[config.mk]
export PLATFORM = sky130hd
export DESIGN_NAME = instr_fetch_mem
export DESIGN_NICKNAME = d
export VERILOG_FILES = /design/src/rtl/instr_fetch_mem.sv
export SDC_FILE = /design/constraint.sdc
export NUM_CORES = 1
export LEC_CHECK = 0
export ABC_AREA = 1
export CAP_MARGIN = 20
export CORE_MARGIN = 2
export CORE_UTILIZATION = 40
export CTS_BUF_LIST = sky130_fd_sc_hd__clkbuf_8
export CTS_CLUSTER_SIZE = 40
export DETAILED_ROUTE_END_ITERATION = 8
export GPL_ROUTABILITY_DRIVEN = 0
export PLACE_DENSITY_LB_ADDON = 0.15
export REMOVE_ABC_BUFFERS = 1
export SYNTH_ARGS = -nofsm -noshare
export SYNTH_HDL_FRONTEND = slang
export SYNTH_SLANG_ARGS = --single-unit
[constraint.sdc]
create_clock -name clk -period 7.35 [get_ports clk]
set_input_delay 1.47 -clock clk [delete_from_list [all_inputs] [get_ports clk]]
set_output_delay 1.47 -clock clk [all_outputs]
set_load 0.02 [all_outputs]
[src/rtl/instr_fetch_mem.sv]
// Instruction fetch store: byte-loadable memory with a one-entry response register.
// Latency: one cycle from accepted request to resp_valid.
// Backpressure: req_ready drops while a response is held and resp_ready is low.
module instr_fetch_mem #(
  parameter int          MEM_BYTES  = 64,
  parameter int          ADDR_WIDTH = 64,
  parameter logic [31:0] NOP_INSTR  = 32'h00000013
) (
  input  logic                  clk,
  input  logic                  reset,
  input  logic                  flush,
  input  logic                  req_valid,
  input  logic [ADDR_WIDTH-1:0] req_addr,
  output logic                  req_ready,
  output logic                  resp_valid,
  input  logic                  resp_ready,
  output logic [31:0]           resp_instr,
  output logic [1:0]            resp_fault,
  output logic [ADDR_WIDTH-1:0] resp_addr,
  input  logic                  load_en,
  input  logic [ADDR_WIDTH-1:0] load_addr,
  input  logic [7:0]            load_data
);

  localparam int IDX_W = $clog2(MEM_BYTES);
  // Highest address at which a full word still fits inside the store.
  localparam logic [ADDR_WIDTH-1:0] LAST_WORD = ADDR_WIDTH'(MEM_BYTES - 4);
  localparam logic [ADDR_WIDTH-1:0] MEM_SIZE  = ADDR_WIDTH'(MEM_BYTES);

  typedef enum logic {
    S_EMPTY = 1'b0,
    S_FULL  = 1'b1
  } state_t;

  state_t                  state_q, state_d;
  logic [31:0]             instr_q, instr_d;
  logic [1:0]              fault_q, fault_d;
  logic [ADDR_WIDTH-1:0]   addr_q, addr_d;
  logic [7:0]              mem_q [MEM_BYTES];

  logic                    accept;
  logic                    misaligned;
  logic                    out_of_range;
  logic [IDX_W-1:0]        idx;
  logic [31:0]             rd_word;

  assign req_ready    = ((state_q == S_EMPTY) || resp_ready) && !reset;
  assign accept       = req_valid && req_ready;
  assign misaligned   = (req_addr[1:0] != 2'b00);
  // Full-width compare so that huge addresses never alias into the store.
  assign out_of_range = (req_addr > LAST_WORD);
  assign idx          = req_addr[IDX_W-1:0];

  assign resp_valid = (state_q == S_FULL);
  assign resp_instr = instr_q;
  assign resp_fault = fault_q;
  assign resp_addr  = addr_q;

  // Little-endian word read; only performed for aligned, in-range addresses.
  always_comb begin
    rd_word = '0;
    if (!misaligned && !out_of_range) begin
      rd_word = {mem_q[idx + IDX_W'(3)], mem_q[idx + IDX_W'(2)],
                 mem_q[idx + IDX_W'(1)], mem_q[idx]};
    end
  end

  // Next state of the response register; an accepted request always wins over flush/drain.
  always_comb begin
    state_d = state_q;
    instr_d = instr_q;
    fault_d = fault_q;
    addr_d  = addr_q;
    case (state_q)
      S_EMPTY: begin
        if (accept) state_d = S_FULL;
      end
      S_FULL: begin
        if (accept)                   state_d = S_FULL;
        else if (resp_ready || flush) state_d = S_EMPTY;
      end
      default: state_d = S_EMPTY;
    endcase
    if (accept) begin
      instr_d = (misaligned || out_of_range) ? NOP_INSTR : rd_word;
      fault_d = {out_of_range, misaligned};
      addr_d  = req_addr;
    end
  end

  // Response register with synchronous clear.
  always_ff @(posedge clk) begin
    if (reset) begin
      state_q <= S_EMPTY;
      instr_q <= '0;
      fault_q <= '0;
      addr_q  <= '0;
    end else begin
      state_q <= state_d;
      instr_q <= instr_d;
      fault_q <= fault_d;
      addr_q  <= addr_d;
    end
  end

  // Program load port; unaffected by reset so images can be loaded during reset.
  always_ff @(posedge clk) begin
    if (load_en && (load_addr < MEM_SIZE)) begin
      mem_q[load_addr[IDX_W-1:0]] <= load_data;
    end
  end

endmodule
==> impl_metrics.tcl, run 1 <==
set metrics [dict create \
    ys.flop_type "edfxtp_1" \
    dp_hpwl_um 91900 \
    skew_ps 45.3 \
    antenna_found_initial 3 \
    ctsLongestPathBuffers 3 \
    drive_above_1_share_pct 4.80 \
    use_met1_pct 43.0 \
    cp.arrival_ps 5270 \
    period_minus_slack_ps 4660 \
    clock_latency_ps 790 \
    cp-start-kind "input pin" \
    synth_area_leaders "edfxtp_1, nand2_1, nand3_1, dfxtp_1, buf_2" \
    synth_seq_area_share_pct 47.7 \
    grt.total_usage_pct 30.4 \
    drc 0 \
    required_ps 7970 \
    cts_max_level 3 \
    dr.pass1.iters 6 \
    post_cts_buffers 0 \
    routed_wl_um 145000 \
    ios 242 \
    cellPowerDensity_nw_per_um2 209 \
    cp_max_fo 96 \
    yosysTopAreaCellShare_pct 42.3 \
    syn_to_final_growth_pct 14.4 \
    grtUsageMet3_pct 6.97 \
    nNetsFinal 5329 \
    ant_nets 0 \
    num_rows 110 \
    synthCells 5107 \
    fp.dieH_um 306 \
    vias 37000 \
    ys_seq_elements 611 \
    grt_max_degree 160 \
    max-vdd-ir-drop_v 0.000140 \
    grtUsageMet2_pct 44.5 \
    p_leak_nw 17.7 \
    synth_area_leader_cell "edfxtp_1" \
    synth_area_um2 36400 \
    hold_class "register to register" \
    clock_sinks 611 \
    drt_iter0_drc 5268 \
    timing.max_cap.violations 0 \
    die_area_um2 93400 \
    grt_pass1_vias 33400 \
    cts-root-buf "clkbuf_8" \
    synth.most_common_cell "nand2_1" \
    outcome "complete, no violations" \
    die_w_um 306 \
    grt_overflow 0 \
    core_um2 90000 \
    fin_util_pct 46.2 \
    finalCritPeriodShare_pct 63.3 \
    clkTransAtPathRegs_ps 60 \
    critPathKind "input pin to register" \
    numCtsBuffers 111 \
    fmax_ghz 0.215 \
    maxSlewHeadroom_pct 17.9 \
    rsz0062_at_grt "no" \
    synth_edf_count 512 \
    busiest_layer "met2" \
    syn_avg_cell_area_um2 7.12 \
    synth_common_cells "nand2_1, nand3_1, edfxtp_1, clkbuf_1, buf_2" \
    setup_viol 0 \
    grt_pass1_wl_um 214000 \
    async_flop_share_pct 0 \
    tightest_slew_ps 1230 \
    route.detailed.wl_per_inst_um 22.5 \
    yosysWarnings 0 \
    whs_ps 461 \
    hold_viol 0 \
    vias_per_cell 5.74 \
    portBuffers 241 \
    slew_violations 0 \
    start_util_pct 40.4 \
    cts_resized 0 \
    end_kind "register" \
    cts_tree "yes" \
    hold_buffers 0 \
    synth.lib_cells_used.distinct 29 \
]
cell usage in the layout, fill, tap and decap left out, types with 3 or more instances in the layout:
master           synthesis  layout
xor2_2                   6       4
inv_6                    0       4
clkbuf_8                 0     119
clkinv_1                 1      25
bufinv_16                0       4
clkinv_2                 0      15
ha_1                     5       3
nand4_1                  8       8
clkdlybuf4s50_1          0     228
a21oi_1                103     103
xor2_4                   0       5
buf_12                   0       6
buf_2                  144       8
nor2_1                 120     118
nor3_1                   3       3
nor4_1                   9       9
o211ai_1                 6       6
nand3_1               1207    1207
nand2_1               2598    2597
edfxtp_1               512     512
buf_4                    6      62
inv_8                    0       4
o21ai_0                 21      21
inv_1                   42      77
inv_2                    9       8
dfxtp_1                 99      99
path summary, 6_finish.rpt:
path | from | end | slack (ps) | cells past startpoint
hold reg to reg | resp_addr[22] | resp_addr[22] | 460 | 2
setup reg to reg | resp_valid | resp_instr[19] | 4850 | 5
hold / removal | resp_addr[22] | resp_addr[22] | 460 | 2
setup / recovery | req_addr[1] | resp_instr[25] | 2690 | 13
flip-flops by register name, summed over array words and instances (netlist names):
register,cells
resp_fault,2
resp_valid,1
resp_addr,64
mem_q,512
resp_instr,32
power by group:
part / total, W / switching, W / internal [W]
clock: 0.00320 / 0.00156 / 0.00164
sequential: 0.00378 / 0.0000105 / 0.00377
combinational: 0.00172 / 0.00124 / 0.000480
total: 0.00871 / 0.00282 / 0.00589
logic make-up after synthesis:
logic type	count (synthesis)	share of synthesized area, %
xor gates and xnor gates	12	0.454
and+or+nand+nor	3948	45.0
adders and majority gates	5	0.172
DFF	611	47.7
AOI/OAI and AO/OA	134	1.93
buffers and inverters	397	4.69
stage by stage:
step / setup TNS [ps] / setup WS, ps / instances / instance area, um^2 / power (W)
2_1_floorplan: -155080 / -9430 / 4762 / 34900 / 0.00476
3_3_place_gp: 0 / 2090 / 6243 / 39400 / 0.00551
3_5_place_dp: 0 / 2090 / 6244 / 39400 / 0.00551
4_1_cts: 0 / 2910 / 6451 / 41600 / 0.00868
5_1_grt: 0 / 2570 / 6453 / 41600 / 0.00900
6_report: 0 / 2690 / 6453 / 41600 / 0.00871
metal layers:
metal | vias to the layer above | part of all wire, %
li1 | 17100 | -
met1 | 17100 | 41
met2 | 2392 | 42
met3 | 358 | 12
met4 | 0 | 4.3
met5 | - | 0
area by class of cell:
type	count	area, um^2
Antenna cell	1	2.50
Clock buffer	119	1640
Clock inverter	88	510
Fill cell	9070	48400
Inverter	52	218
Multi-Input combinational cell	4099	17400
Sequential cell	611	17400
Tap cell	1176	1470
Timing Repair Buffer	307	2970
critical path, stage by stage:
cell and delay (ps):
buf_8 420, inv_8 340, ha_4 690, buf_4 890, nand3_1 180, nand2_1 120
nand2_1 50, nand3_1 140, nand2_1 90, nand2_1 130, nand3_1 260, nand3_1 180
a21oi_1 70
Power figures use the tool's default switching activity.
==> run 2: changes to the inputs <==
- clock period: 7.35 -> 4.1 ns (I/O delays scaled with it)
==> impl_metrics.tcl, run 2 (synthesized netlist as in run 1, its figures left out) <==
set metrics [dict create \
    outcome "complete, no violations" \
    vias_per_cell 5.75 \
    cellPowerDensity_nw_per_um2 373 \
    syn_to_final_growth_pct 17.2 \
    grt_pass1_vias 34100 \
    grt_overflow 0 \
    numCtsBuffers 107 \
    hold_buffers 0 \
    die_area_um2 93400 \
    dp_hpwl_um 98600 \
    slew_violations 0 \
    dr.pass1.iters 7 \
    cts_max_level 3 \
    critPathTopFamily "buffers and inverters" \
    slowest_stage "clkdlybuf4s50_1" \
    clock_sinks 611 \
    cp-start-kind "input pin" \
    skew_ps 37.2 \
    clkTransAtPathRegs_ps 60 \
    post_cts_buffers 0 \
    cts_tree "yes" \
    dp_slack_ps 393 \
    start_util_pct 40.4 \
    path_buf_inv 3 \
    min-delay-start "resp_addr[40]" \
    max-vdd-ir-drop_v 0.000258 \
    routed_wl_um 151000 \
    clock_latency_ps 790 \
    slowest_delay_ps 660 \
    tns_ps 0 \
    end_kind "primary output" \
    nNetsFinal 5427 \
    hold_viol 0 \
    period_minus_slack_ps 3070 \
    core_um2 90000 \
    final_common_cell "nand2_1" \
    grt_pass1_wl_um 221000 \
    critPathLaunch "resp_ready" \
    grt.total_usage_pct 31.6 \
    vias 37600 \
    route.detailed.wl_per_inst_um 23.1 \
    antenna_found_initial 5 \
    num_rows 110 \
    largest_reg_flops 512 \
    fmax_ghz 0.326 \
    grt_max_degree 178 \
    drt_iter0_drc 4951 \
    layout_common_cells "nand2_1, nand3_1, edfxtp_1, clkdlybuf4s50_1, buf_4" \
    fp.dieH_um 306 \
    fin_ws_ps 1030 \
    cts-root-buf "clkbuf_8" \
    required_ps 3280 \
    finalCritPeriodShare_pct 74.9 \
    timing.max_cap.violations 0 \
    crit_chain "clkdlybuf4s50_1 -> inv_1 -> a21oi_1 -> clkdlybuf4s50_1" \
    setup_viol 0 \
    cts_resized 0 \
    drive_above_1_share_pct 6.60 \
    p_leak_nw 18.3 \
    maxSlewHeadroom_pct 22.0 \
    die_w_um 306 \
    ant_nets 0 \
    r2r-start "resp_valid" \
    cp.arrival_ps 2250 \
    hold_class "register to register" \
    ios 242 \
    ctsLongestPathBuffers 3 \
    rsz0062_at_grt "no" \
    critPathKind "input pin to primary output" \
    drc 0 \
    cp_max_fo 2 \
    crit_top_cell "clkdlybuf4s50_1" \
    tightest_slew_ps 1170 \
    portBuffers 241 \
]
==> run 2: where the power goes <==
| part | internal (W) | switching (W) | total, W | leakage [nW] |
|---|---|---|---|---|
| clock | 0.00319 | 0.00277 | 0.00595 | 1.26 |
| sequential | 0.00676 | 0.0000197 | 0.00678 | 5.41 |
| combinational | 0.000918 | 0.00227 | 0.00318 | 11.6 |
==> run 2: stage by stage <==
stage / std cells / total power, W / cell area (um^2) / hold WS, ps / utilization, %
6_report: 6541 / 0.0159 / 42600 / 462 / 47.4
5_1_grt: 6541 / 0.0164 / 42600 / 478 / 47.4
4_1_cts: 6540 / 0.0159 / 42600 / 464 / 47.3
3_5_place_dp: 6347 / 0.00998 / 40400 / 454 / 44.9
3_3_place_gp: 6347 / 0.00999 / 40400 / 451 / 44.9
2_1_floorplan: 4762 / 0.00854 / 34900 / 539 / -
==> run 2: area by class of cell <==
class | count | area (um^2)
Antenna cell | 1 | 2.50
Fill cell | 8999 | 47400
Clock buffer | 113 | 1560
Multi-Input combinational cell | 4099 | 17400
Inverter | 52 | 218
Sequential cell | 611 | 17400
Tap cell | 1176 | 1470
Timing Repair Buffer | 409 | 3930
Clock inverter | 80 | 636
==> run 2: layer usage <==
layer	track usage (%)	routed length, um	up-vias
li1	-	-	17300
met1	44.1	61800	17600
met2	46.7	64700	2340
met3	7.04	18100	376
met4	14.4	6850	4
met5	0	23	-
==> run 2: path summary, 6_finish.rpt <==
| kind | end | slack (ps) | cells past startpoint |
|---|---|---|---|
| worst max-delay path | req_ready | 1030 | 4 |
| worst min-delay path | resp_addr[40] | 460 | 2 |
| worst max register to register | resp_instr[3] | 2070 | 6 |
| worst min register to register | resp_addr[40] | 460 | 2 |
==> run 2: worst min-delay path, stage by stage (launching register included) <==
cell     delay [ps]
dfxtp_1         310
nand2_1          60
a21oi_1          50
